[src/rtl/reaction_pkg.sv]
// Shared constants, state codes and helpers for the reaction-time measurement block.
package reaction_pkg;

   localparam int MS_W  = 14;
   localparam int BCD_W = 16;

   localparam logic [3:0] ST_WAIT    = 4'd1;
   localparam logic [3:0] ST_MEASURE = 4'd2;
   localparam logic [3:0] ST_RESULT  = 4'd3;

   typedef enum logic [1:0] {
      S_IDLE,
      S_COUNT,
      S_CONVERT,
      S_HOLD
   } measState_t;

   // Double-dabble correction: any digit of 5 or more gets +3 before the next shift.
   function automatic logic [BCD_W-1:0] add3Digits(input logic [BCD_W-1:0] bcdIn);
      logic [BCD_W-1:0] res;
      res = bcdIn;
      for (int i = 0; i < BCD_W/4; i++) begin
         if (res[i*4 +: 4] >= 4'd5) begin
            res[i*4 +: 4] = res[i*4 +: 4] + 4'd3;
         end
      end
      return res;
   endfunction

endpackage

[src/rtl/bin2bcd_seq.sv]
// Sequential double-dabble converter: start is sampled, then one bit is shifted per
// cycle; done pulses together with the refreshed bcd result 15 cycles after start.
module bin2bcd_seq
   import reaction_pkg::*;
(
   input  logic             clk,
   input  logic             rst_n,
   input  logic             i_start,
   input  logic             i_abort,
   input  logic [MS_W-1:0]  i_bin,
   output logic             o_busy,
   output logic             o_done,
   output logic [BCD_W-1:0] o_bcd
);

   localparam logic [3:0] SHIFTS = 4'(MS_W);

   logic [BCD_W-1:0] r_acc;
   logic [MS_W-1:0]  r_bin;
   logic [3:0]       r_cnt;
   logic             r_busy;
   logic             r_done;
   logic [BCD_W-1:0] r_bcd;
   logic [BCD_W-1:0] w_adj;
   logic [BCD_W-1:0] w_shifted;

   assign w_adj     = add3Digits(r_acc);
   assign w_shifted = {w_adj[BCD_W-2:0], r_bin[MS_W-1]};

   // An aborted conversion never touches the published result.
   always_ff @(posedge clk or negedge rst_n) begin
      if (!rst_n) begin
         r_acc  <= '0;
         r_bin  <= '0;
         r_cnt  <= '0;
         r_busy <= 1'b0;
         r_done <= 1'b0;
         r_bcd  <= '0;
      end else begin
         r_done <= 1'b0;
         if (i_abort) begin
            r_busy <= 1'b0;
            r_cnt  <= '0;
         end else if (i_start) begin
            r_acc  <= '0;
            r_bin  <= i_bin;
            r_cnt  <= SHIFTS;
            r_busy <= 1'b1;
         end else if (r_busy) begin
            r_acc <= w_shifted;
            r_bin <= {r_bin[MS_W-2:0], 1'b0};
            r_cnt <= r_cnt - 4'd1;
            if (r_cnt == 4'd1) begin
               r_bcd  <= w_shifted;
               r_done <= 1'b1;
               r_busy <= 1'b0;
            end
         end
      end
   end

   assign o_busy = r_busy;
   assign o_done = r_done;
   assign o_bcd  = r_bcd;

endmodule

[src/rtl/reaction_measure.sv]
// Reaction-time measurement: counts ms ticks from "go" until KEY[1] is pressed,
// converts the result to BCD and keeps the best valid time since reset.
module reaction_measure
   import reaction_pkg::*;
#(
   parameter int CLK_HZ  = 50_000_000,
   parameter int TICK_HZ = 1000,
   parameter int MAX_MS  = 9999
) (
   input  logic             clk,
   input  logic             rst_n,
   input  logic             en,
   input  logic [1:0]       KEY,
   output logic             go_led,
   output logic [MS_W-1:0]  elapsed_ms,
   output logic [MS_W-1:0]  best_ms,
   output logic [BCD_W-1:0] bcd,
   output logic             bcd_valid,
   output logic             false_start,
   output logic             timeout,
   output logic [3:0]       out_state
);

   localparam int               DIV       = CLK_HZ / TICK_HZ;
   localparam int               CNT_W     = $clog2(DIV);
   localparam logic [CNT_W-1:0] TICK_LAST = CNT_W'(DIV - 1);
   localparam logic [MS_W-1:0]  MAX_V     = MS_W'(MAX_MS);
   localparam logic [MS_W-1:0]  MAX_PREV  = MS_W'(MAX_MS - 1);

   measState_t       r_state;
   logic [2:0]       r_sync;
   logic [CNT_W-1:0] r_tickCnt;
   logic             r_goLed;
   logic [MS_W-1:0]  r_elapsed;
   logic [MS_W-1:0]  r_best;
   logic             r_bcdValid;
   logic             r_falseStart;
   logic             r_timeout;
   logic [3:0]       r_outState;

   logic             w_press;
   logic             w_pressEdge;
   logic             w_tick;
   logic             w_hitMax;
   logic             w_convStart;
   logic             w_convDone;
   logic             w_unusedConvBusy;
   logic             w_unusedKey;
   logic [MS_W-1:0]  w_convBin;
   logic [BCD_W-1:0] w_convBcd;

   assign w_unusedKey = KEY[0];

   // r_sync[1] is the synchronized key, r_sync[2] its previous value for edge detection.
   always_ff @(posedge clk or negedge rst_n) begin
      if (!rst_n) begin
         r_sync <= 3'b111;
      end else begin
         r_sync <= {r_sync[1:0], KEY[1]};
      end
   end

   assign w_press     = ~r_sync[1];
   assign w_pressEdge = r_sync[2] & ~r_sync[1];
   assign w_tick      = (r_tickCnt == TICK_LAST);
   assign w_hitMax    = w_tick && (r_elapsed == MAX_PREV);

   // The converter starts on the same edge the count freezes, so it is fed the frozen value.
   assign w_convStart = en && (((r_state == S_IDLE) && w_press) ||
                               ((r_state == S_COUNT) && (w_pressEdge || w_hitMax)));

   always_comb begin
      w_convBin = '0;
      if (r_state == S_COUNT) begin
         w_convBin = (!w_pressEdge && w_hitMax) ? MAX_V : r_elapsed;
      end
   end

   bin2bcd_seq u_bin2bcd (
      .clk     (clk),
      .rst_n   (rst_n),
      .i_start (w_convStart),
      .i_abort (~en),
      .i_bin   (w_convBin),
      .o_busy  (w_unusedConvBusy),
      .o_done  (w_convDone),
      .o_bcd   (w_convBcd)
   );

   // Dropping en wins over everything and returns to IDLE with results retained.
   always_ff @(posedge clk or negedge rst_n) begin
      if (!rst_n) begin
         r_state      <= S_IDLE;
         r_tickCnt    <= '0;
         r_goLed      <= 1'b0;
         r_elapsed    <= '0;
         r_best       <= MAX_V;
         r_bcdValid   <= 1'b0;
         r_falseStart <= 1'b0;
         r_timeout    <= 1'b0;
         r_outState   <= ST_WAIT;
      end else if (!en) begin
         r_state    <= S_IDLE;
         r_goLed    <= 1'b0;
         r_outState <= ST_WAIT;
      end else begin
         case (r_state)
            S_IDLE: begin
               r_elapsed    <= '0;
               r_bcdValid   <= 1'b0;
               r_falseStart <= 1'b0;
               r_timeout    <= 1'b0;
               r_outState   <= ST_MEASURE;
               if (w_press) begin
                  r_falseStart <= 1'b1;
                  r_state      <= S_CONVERT;
               end else begin
                  r_tickCnt <= '0;
                  r_goLed   <= 1'b1;
                  r_state   <= S_COUNT;
               end
            end
            S_COUNT: begin
               r_tickCnt <= w_tick ? '0 : r_tickCnt + 1'b1;
               if (w_pressEdge) begin
                  r_goLed <= 1'b0;
                  r_state <= S_CONVERT;
               end else if (w_hitMax) begin
                  r_elapsed <= MAX_V;
                  r_timeout <= 1'b1;
                  r_goLed   <= 1'b0;
                  r_state   <= S_CONVERT;
               end else if (w_tick) begin
                  r_elapsed <= r_elapsed + 1'b1;
               end
            end
            S_CONVERT: begin
               if (w_convDone) begin
                  r_bcdValid <= 1'b1;
                  r_outState <= ST_RESULT;
                  r_state    <= S_HOLD;
                  if (!r_falseStart && !r_timeout && (r_elapsed < r_best)) begin
                     r_best <= r_elapsed;
                  end
               end
            end
            S_HOLD: begin
               r_outState <= ST_RESULT;
            end
            default: begin
               r_state <= S_IDLE;
            end
         endcase
      end
   end

   assign go_led      = r_goLed;
   assign elapsed_ms  = r_elapsed;
   assign best_ms     = r_best;
   assign bcd         = w_convBcd;
   assign bcd_valid   = r_bcdValid;
   assign false_start = r_falseStart;
   assign timeout     = r_timeout;
   assign out_state   = r_outState;

endmodule

[config.mk]
export PLATFORM = sky130hd
export DESIGN_NAME = reaction_measure
export DESIGN_NICKNAME = d
export VERILOG_FILES = /design/src/rtl/reaction_pkg.sv /design/src/rtl/bin2bcd_seq.sv /design/src/rtl/reaction_measure.sv
export SDC_FILE = /design/constraint.sdc
export NUM_CORES = 1
export LEC_CHECK = 0
export BUFFER_PORTS_ARGS = -buffer_cell sky130_fd_sc_hd__buf_4
export CORE_AREA = 3 3 121 146
export CTS_BUF_LIST = sky130_fd_sc_hd__clkbuf_2 sky130_fd_sc_hd__clkbuf_4 sky130_fd_sc_hd__clkbuf_8
export CTS_CLUSTER_SIZE = 14
export DETAILED_ROUTE_END_ITERATION = 8
export DIE_AREA = 0 0 124 149
export GPL_TIMING_DRIVEN = 1
export PLACE_DENSITY = 0.6
export SKIP_LAST_GASP = 1
export SLEW_MARGIN = 25
export SYNTH_ARGS = -nofsm -noshare
export SYNTH_HDL_FRONTEND = slang
export SYNTH_SLANG_ARGS = --single-unit
[constraint.sdc]
create_clock -name clk -period 4.5 [get_ports clk]
set_input_delay 0.675 -clock clk [delete_from_list [all_inputs] [get_ports clk]]
set_output_delay 0.675 -clock clk [all_outputs]
set_load 0.1 [all_outputs]
* Word-level counts from Yosys, hierarchy flattened
Cells that the tools add are included.
** Storage, ports and cells
- Bits in registers :: 109
- Input port bits :: 5
- Output and inout port bits :: 52
- Logic and storage cells :: 124
** Cells by class
- Add/sub/neg operators :: 7
- Magnitude comparators :: 5
- Equal/unequal tests :: 18
- Multiplexer cells :: 48
- Bitwise logic cells :: 3
- Reduce and logical (&&, ||, !) cells :: 27
** Operators with widths (number)
- $mux 14 :: 7
- $mux 16 :: 4
- $mux 4 :: 8
- $pmux 16 s2 :: 1
- $pmux 14 s2 :: 1
- $add 16x1->16 const B :: 1
- $eq 16x16->1 const B :: 1
- $ge 4x3->1 const B :: 4
- $mux 1 :: 16
- $reduce_and 4->1 :: 4
- $add 14x1->14 const B :: 1
- $eq 14x14->1 const B :: 1
- $lt 14x14->1 :: 1
- $add 4x2->4 const B :: 3
- $pmux 4 s3 :: 1
- $reduce_and 3->1 :: 4
- $mux 2 :: 5
- $ne 4x1->1 const B :: 2
- $logic_and 1x1->1 :: 7
- $ne 2x2->1 const B :: 3
- $ne 3x1->1 const B :: 2
- $ne 3x3->1 const B :: 2
- $pmux 1 s2 :: 3
- $pmux 2 s3 :: 1
- 16 further kinds :: 25

* Logic depth before layout (Yosys ltp)
- Depth after elaboration :: 8
- Gate-level depth with buffers :: 11
- Mapped depth without buffers :: 8

* Cells and area by module
A second synthesis with hierarchy kept.
** Unflattened totals
- Cells, all modules :: 574
- Area total of the unflattened synthesis :: 5788.1 um2
** Modules (own cells, without submodules)
- reaction_measure :: times used 1, cells each 347, area each 3293.2 um2, sequential area each 1391.3 um2
- bin2bcd_seq :: times used 1, cells each 227, area each 2494.9 um2, sequential area each 1301.2 um2

* Least setup slack after synthesis
No wires, ideal clock.
- Kind :: reg2reg
- Start :: register r_elapsed[11] (netlist: elapsed_ms[11])
- End :: register r_best[6] (netlist: best_ms[6])
- Setup time :: 0.126 ns
- Data arrival time :: 2.834 ns
- Required time :: 4.374 ns
- Setup slack :: 1.540 ns
- Stages on the path, launching flop included :: 9
- Buffers on the path :: 1
- Period minus slack after synthesis :: 2.960 ns
- Path through :: dfrtp_1 > ha_1 > a21o_1 > a21oi_1 > o2111ai_1 > a2111oi_0 > nor2_1 > buf_2 > mux2_2
** Between the ends
- Cells in the longest elaborated chain, start to end :: 3
** Ends and longest elaborated chain
- from (decl) :: line reaction_measure.sv:34 : logic [MS_W-1:0] r_elapsed;
- from (signal assigned) :: line reaction_measure.sv:134 : r_elapsed <= r_elapsed + 1'b1;
- $lt 14x14->1 :: line reaction_measure.sv:142 : if (!r_falseStart && !r_timeout && (r_elapsed < r_best)) begin
- $logic_and 1x1->1 :: line reaction_measure.sv:142
- $reduce_and 4->1 (no source line)
- to (signal assigned) :: line reaction_measure.sv:143 : r_best <= r_elapsed;
- to (decl) :: line reaction_measure.sv:35 : logic [MS_W-1:0] r_best;
No other way between the ends.
A chain may end at the register's enable or synchronous reset.

* Final worst setup path
- Start :: register r_state[1]
- End :: register u_bin2bcd.r_acc[4]
** Between the ends
- Cells in the longest elaborated chain, start to end :: 6
- Elaborated cells between the ends (all ways) :: 9
- Classes of those cells :: eq/ne (1); mux (1); reduce/logical (7)
** Ends and longest elaborated chain
- from (decl) :: line reaction_measure.sv:30 : measState_t r_state;
- from (signal assigned) :: line reaction_measure.sv:93 : r_state <= S_IDLE;
- from (signal assigned) :: line reaction_measure.sv:103 : r_state <= S_IDLE;
- from (signal assigned) :: line reaction_measure.sv:116 : r_state <= S_CONVERT;
- $eq 2x1->1 / $logic_not 2->1 (equally long branches) :: line reaction_measure.sv:70, reaction_measure.sv:69
- $logic_and 1x1->1 (on tied branches) :: line reaction_measure.sv:70, reaction_measure.sv:69
- $logic_or 1x1->1 (*) :: line reaction_measure.sv:69 : assign w_convStart = en && (((r_state == S_IDLE) && w_press) ||
- $logic_and 1x1->1 (*) :: line reaction_measure.sv:69
- $reduce_bool 2->1 (no source line)
- $reduce_and 2->1 (no source line)
- to (signal assigned) :: line bin2bcd_seq.sv:50 : r_acc <= w_shifted;
- to (decl) :: line bin2bcd_seq.sv:18 : logic [BCD_W-1:0] r_acc;
Every way passes the cells marked *; elsewhere a longest branch is shown, timed or not.

==> results.yml <==
synth:
  ys_types: 57
  synth_top_family_by_area: "simple AND/OR/NAND/NOR gates"
  synthCells: 577
  synthXorXnorAreaFrac_pct: 2.94
  async_reset_ff_share_pct: 100
  synthesis.area_um2: 5660
  ys.flop_type: "dfrtp_1"
  yosys.area_share.adder_pct: 6.63
  synth-compound-area-share_pct: 15.4
  synthMuxAreaShare_pct: 5.92
  synth_largest_area_cell: "dfrtp_1"
  synth-seq-cells: 107
  yosysTopAreaCellShare_pct: 42.0
  avgSynthCellArea_um2: 9.82
  yosys.area_share.simple_pct: 16.7
  synth_warnings: 0
  synth-seq-area-share_pct: 47.5
  synth-edff-count: 0
  synth_top_cells_by_area: "dfrtp_1 42%, ha_1 6.6%, dfstp_2 5.6%"
worst_setup_path:
  cp_top_family: "adder cells"
  worstPathArrival_ps: 3590
  reg2reg_depth: 7
  reg2reg_from: "r_state[1]$_DFFE_PN0P_"
  worstPathRequired_ps: 4750
  reg2reg_to: "u_bin2bcd.r_acc[4]$_DFFE_PN0P_"
  critPathSlowestCell: "ha_1"
  max_stage_delay_ps: 720
  crit_chain: "inv_1 -> ha_1 -> clkinv_1 -> o31a_1 -> nand2b_1 -> nand2_1 -> o22ai_1"
  worst-path-buf-inv: 2
  path_class: "register to register"
  reg2reg_slack_ps: 1160
  endpoint_kind: "register"
  cp-start-kind: "register"
  crit_path_max_fanout: 23
floorplan:
  placementRows: 51
  io_pins: 57
  core_um2: 16300
  fp.dieH_um: 149
  start_util_pct: 34.7
  die-area_um2: 18500
  die-width_um: 124
pwr:
  p_leak_uw: 0.00300
  share_comb_of_total_power_pct: 40.5
  p_clk_share_pct: 18.8
  powerDensity_nw_per_um2: 476
  p_total_uw: 3050
  ir_worst_vdd_v: 0.000244
  swShare_pct: 44.5
  p_sw_uw: 1360
  p_int_uw: 1690
  pwr-share-seq_pct: 40.6
detailed_routing:
  wl_um: 13200
  routed_via_density: 5.32
  route.detailed.drc: 0
  num_vias: 4465
  drt_iter0_drc: 234
  antenna_left: 0
  wl_per_cell_um: 15.7
  dr.pass1.iters: 5
global_route:
  grt_pass1_wl_um: 21900
  antenna_found_initial: 0
  grt_max_degree: 71
  grt_pass1_vias: 4459
  gr-usage-all-layers_pct: 14.8
  grt-ovfl-total: 0
timing:
  final_max_slew_viol_count: 0
  fmax_mhz: 300
  finalClockSkew_ps: 13.1
  tns_ps: 0
  worst-slew-pin-transition_ps: 914
  rsz0062_at_grt: "false"
  period_needed_ps: 3340
  setup_viol: 0
  hold_violations: 0
  post-route-period-util_pct: 74.2
  relSlewSlack_pct: 39.1
placement:
  dpl.hpwl_um: 9230
  port-buffer-count: 53
  place_congestion: 0.841
  dpl_cell_area_um2: 6230
  dp_cells: 823
cts:
  clock_latency_ps: 380
  cts_sinks: 107
  clockBufferDepth: 2
  cts_resized: 0
  clockRootBuffer: "clkbuf_8"
  htreeDepth: 3
  cts_buffers: 9
  post-cts-setup-buffer-count: 0
  clk_pin_slew_ps: 100
  cts_tree: "built"
  hold_buffers: 0
layout:
  syn_to_final_growth_pct: 13.4
  fin_nets: 657
  antennaDiodeCount: 0
  final_common_cell: "dfrtp_1"
  final_cell_mix: "95 x dfrtp_1, 60 x nand2_1, 56 x a21oi_1, 56 x buf_4, 42 x nor2_1"
  stdcell_area_um2: 6420
  final_layout_size_suffix_gt1_share_pct: 18.3
  stdcell_count: 839
  post-route-util_pct: 39.3
run_status:
  outcome: "completed"
min_path:
  min_from: "r_sync[0]$_DFF_PN1_"
  holdCritPathClass: "register to register"
  min_to: "r_sync[1]$_DFF_PN1_"
  hold_depth: 0
run:
  cap_violations: 0
[how the worst max path moves through the flow]
| stage | from | to | slack [ps] | depth (start not counted) |
|---|---|---|---|---|
| detailed placement | r_state[1]$_DFFE_PN0P_ | u_bin2bcd.o_bcd[14]$_DFFE_PN0P_ | 1090 | 6 |
| finish | r_state[1]$_DFFE_PN0P_ | u_bin2bcd.r_acc[4]$_DFFE_PN0P_ | 1160 | 7 |
| CTS | r_state[1]$_DFFE_PN0P_ | u_bin2bcd.o_bcd[14]$_DFFE_PN0P_ | 1050 | 6 |
| floorplan | elapsed_ms[11]$_DFFE_PN0P_ | best_ms[6]$_DFFE_PN0P_ | 1540 | 8 |
| global placement | r_state[1]$_DFFE_PN0P_ | u_bin2bcd.o_bcd[13]$_DFFE_PN0P_ | 1180 | 6 |
| global route | r_state[1]$_DFFE_PN0P_ | u_bin2bcd.r_acc[0]$_DFFE_PN0P_ | 920 | 7 |
[sequential cells by signal, summed over array words and instances, names as in the netlist, 2 cells and up]
register	count
r_tickCnt	16
u_bin2bcd.o_bcd	16
u_bin2bcd.r_acc	16
best_ms	14
elapsed_ms	14
u_bin2bcd.r_bin	14
u_bin2bcd.r_cnt	4
r_sync	3
out_state	2
r_state	2
[cells in the mapped netlist (2+ instances only)]
master	number
a211oi_1	2
a21o_1	5
a21oi_1	57
a221o_1	2
a222oi_1	4
a22o_1	2
a2bb2oi_1	7
a31oi_1	4
a41oi_1	2
and2_1	3
and3_1	10
and4_1	4
buf_2	5
buf_4	2
buf_6	3
clkbuf_1	13
dfrtp_1	95
dfstp_2	12
ha_1	30
inv_1	39
mux2_2	16
mux2_4	5
mux2i_1	8
nand2_1	60
nand2b_1	7
nand3_1	20
nand4_1	6
nand4_2	2
nor2_1	42
nor2b_1	5
nor3_1	6
nor3b_1	9
nor4b_1	2
o211ai_1	3
o21ai_0	38
o22a_1	2
o22ai_1	4
o31ai_1	3
or3_1	3
xnor2_1	7
xor2_1	12
[power groups by stage]
stage	Clock (µW)	Combinational (µW)	Sequential, µW
floorplan	0	573	1630
global placement	0	1210	1250
detailed placement	0	1240	1260
CTS	595	1250	1240
global route	629	1350	1260
finish	576	1240	1240
[layout make-up]
| type | count | area (µm²) |
|---|---|---|
| fillers | 1652 | 9910 |
| multi-input cells | 408 | 2710 |
| flip-flops and latches | 107 | 2690 |
| repair buffers | 56 | 420 |
| well taps | 212 | 265 |
| clock buffers | 11 | 151 |
| inverters | 40 | 150 |
| clock inverters | 5 | 36.3 |
[stage by stage]
stage          hold WS, ps  setup slack [ps]
6_report               362              1160
2_1_floorplan          345              1540
3_3_place_gp           347              1180
3_5_place_dp           347              1090
5_1_grt                362               918
4_1_cts                362              1050
[routing by layer]
layer / track usage, % / share of wire, % / wire (µm) / vias to the layer above
met1: 18.6 / 44 / 5760 / 2209
met3: 2.73 / 4.0 / 529 / 22
met5: 0 / 0 / 0 / -
met2: 24.8 / 50 / 6580 / 104
met4: 6.14 / 2.2 / 295 / 0
li1: - / - / - / 2130
[cells by family after synthesis]
kind of cell | after synthesis
DFF | 107
muxes | 29
AOI/OAI and AO/OA | 143
and+or+nand+nor | 185
other | 1
adders and majority gates | 30
buffers and inverters | 63
xor gates and xnor gates | 19
Note: power is estimated with default switching activity, not from simulation.
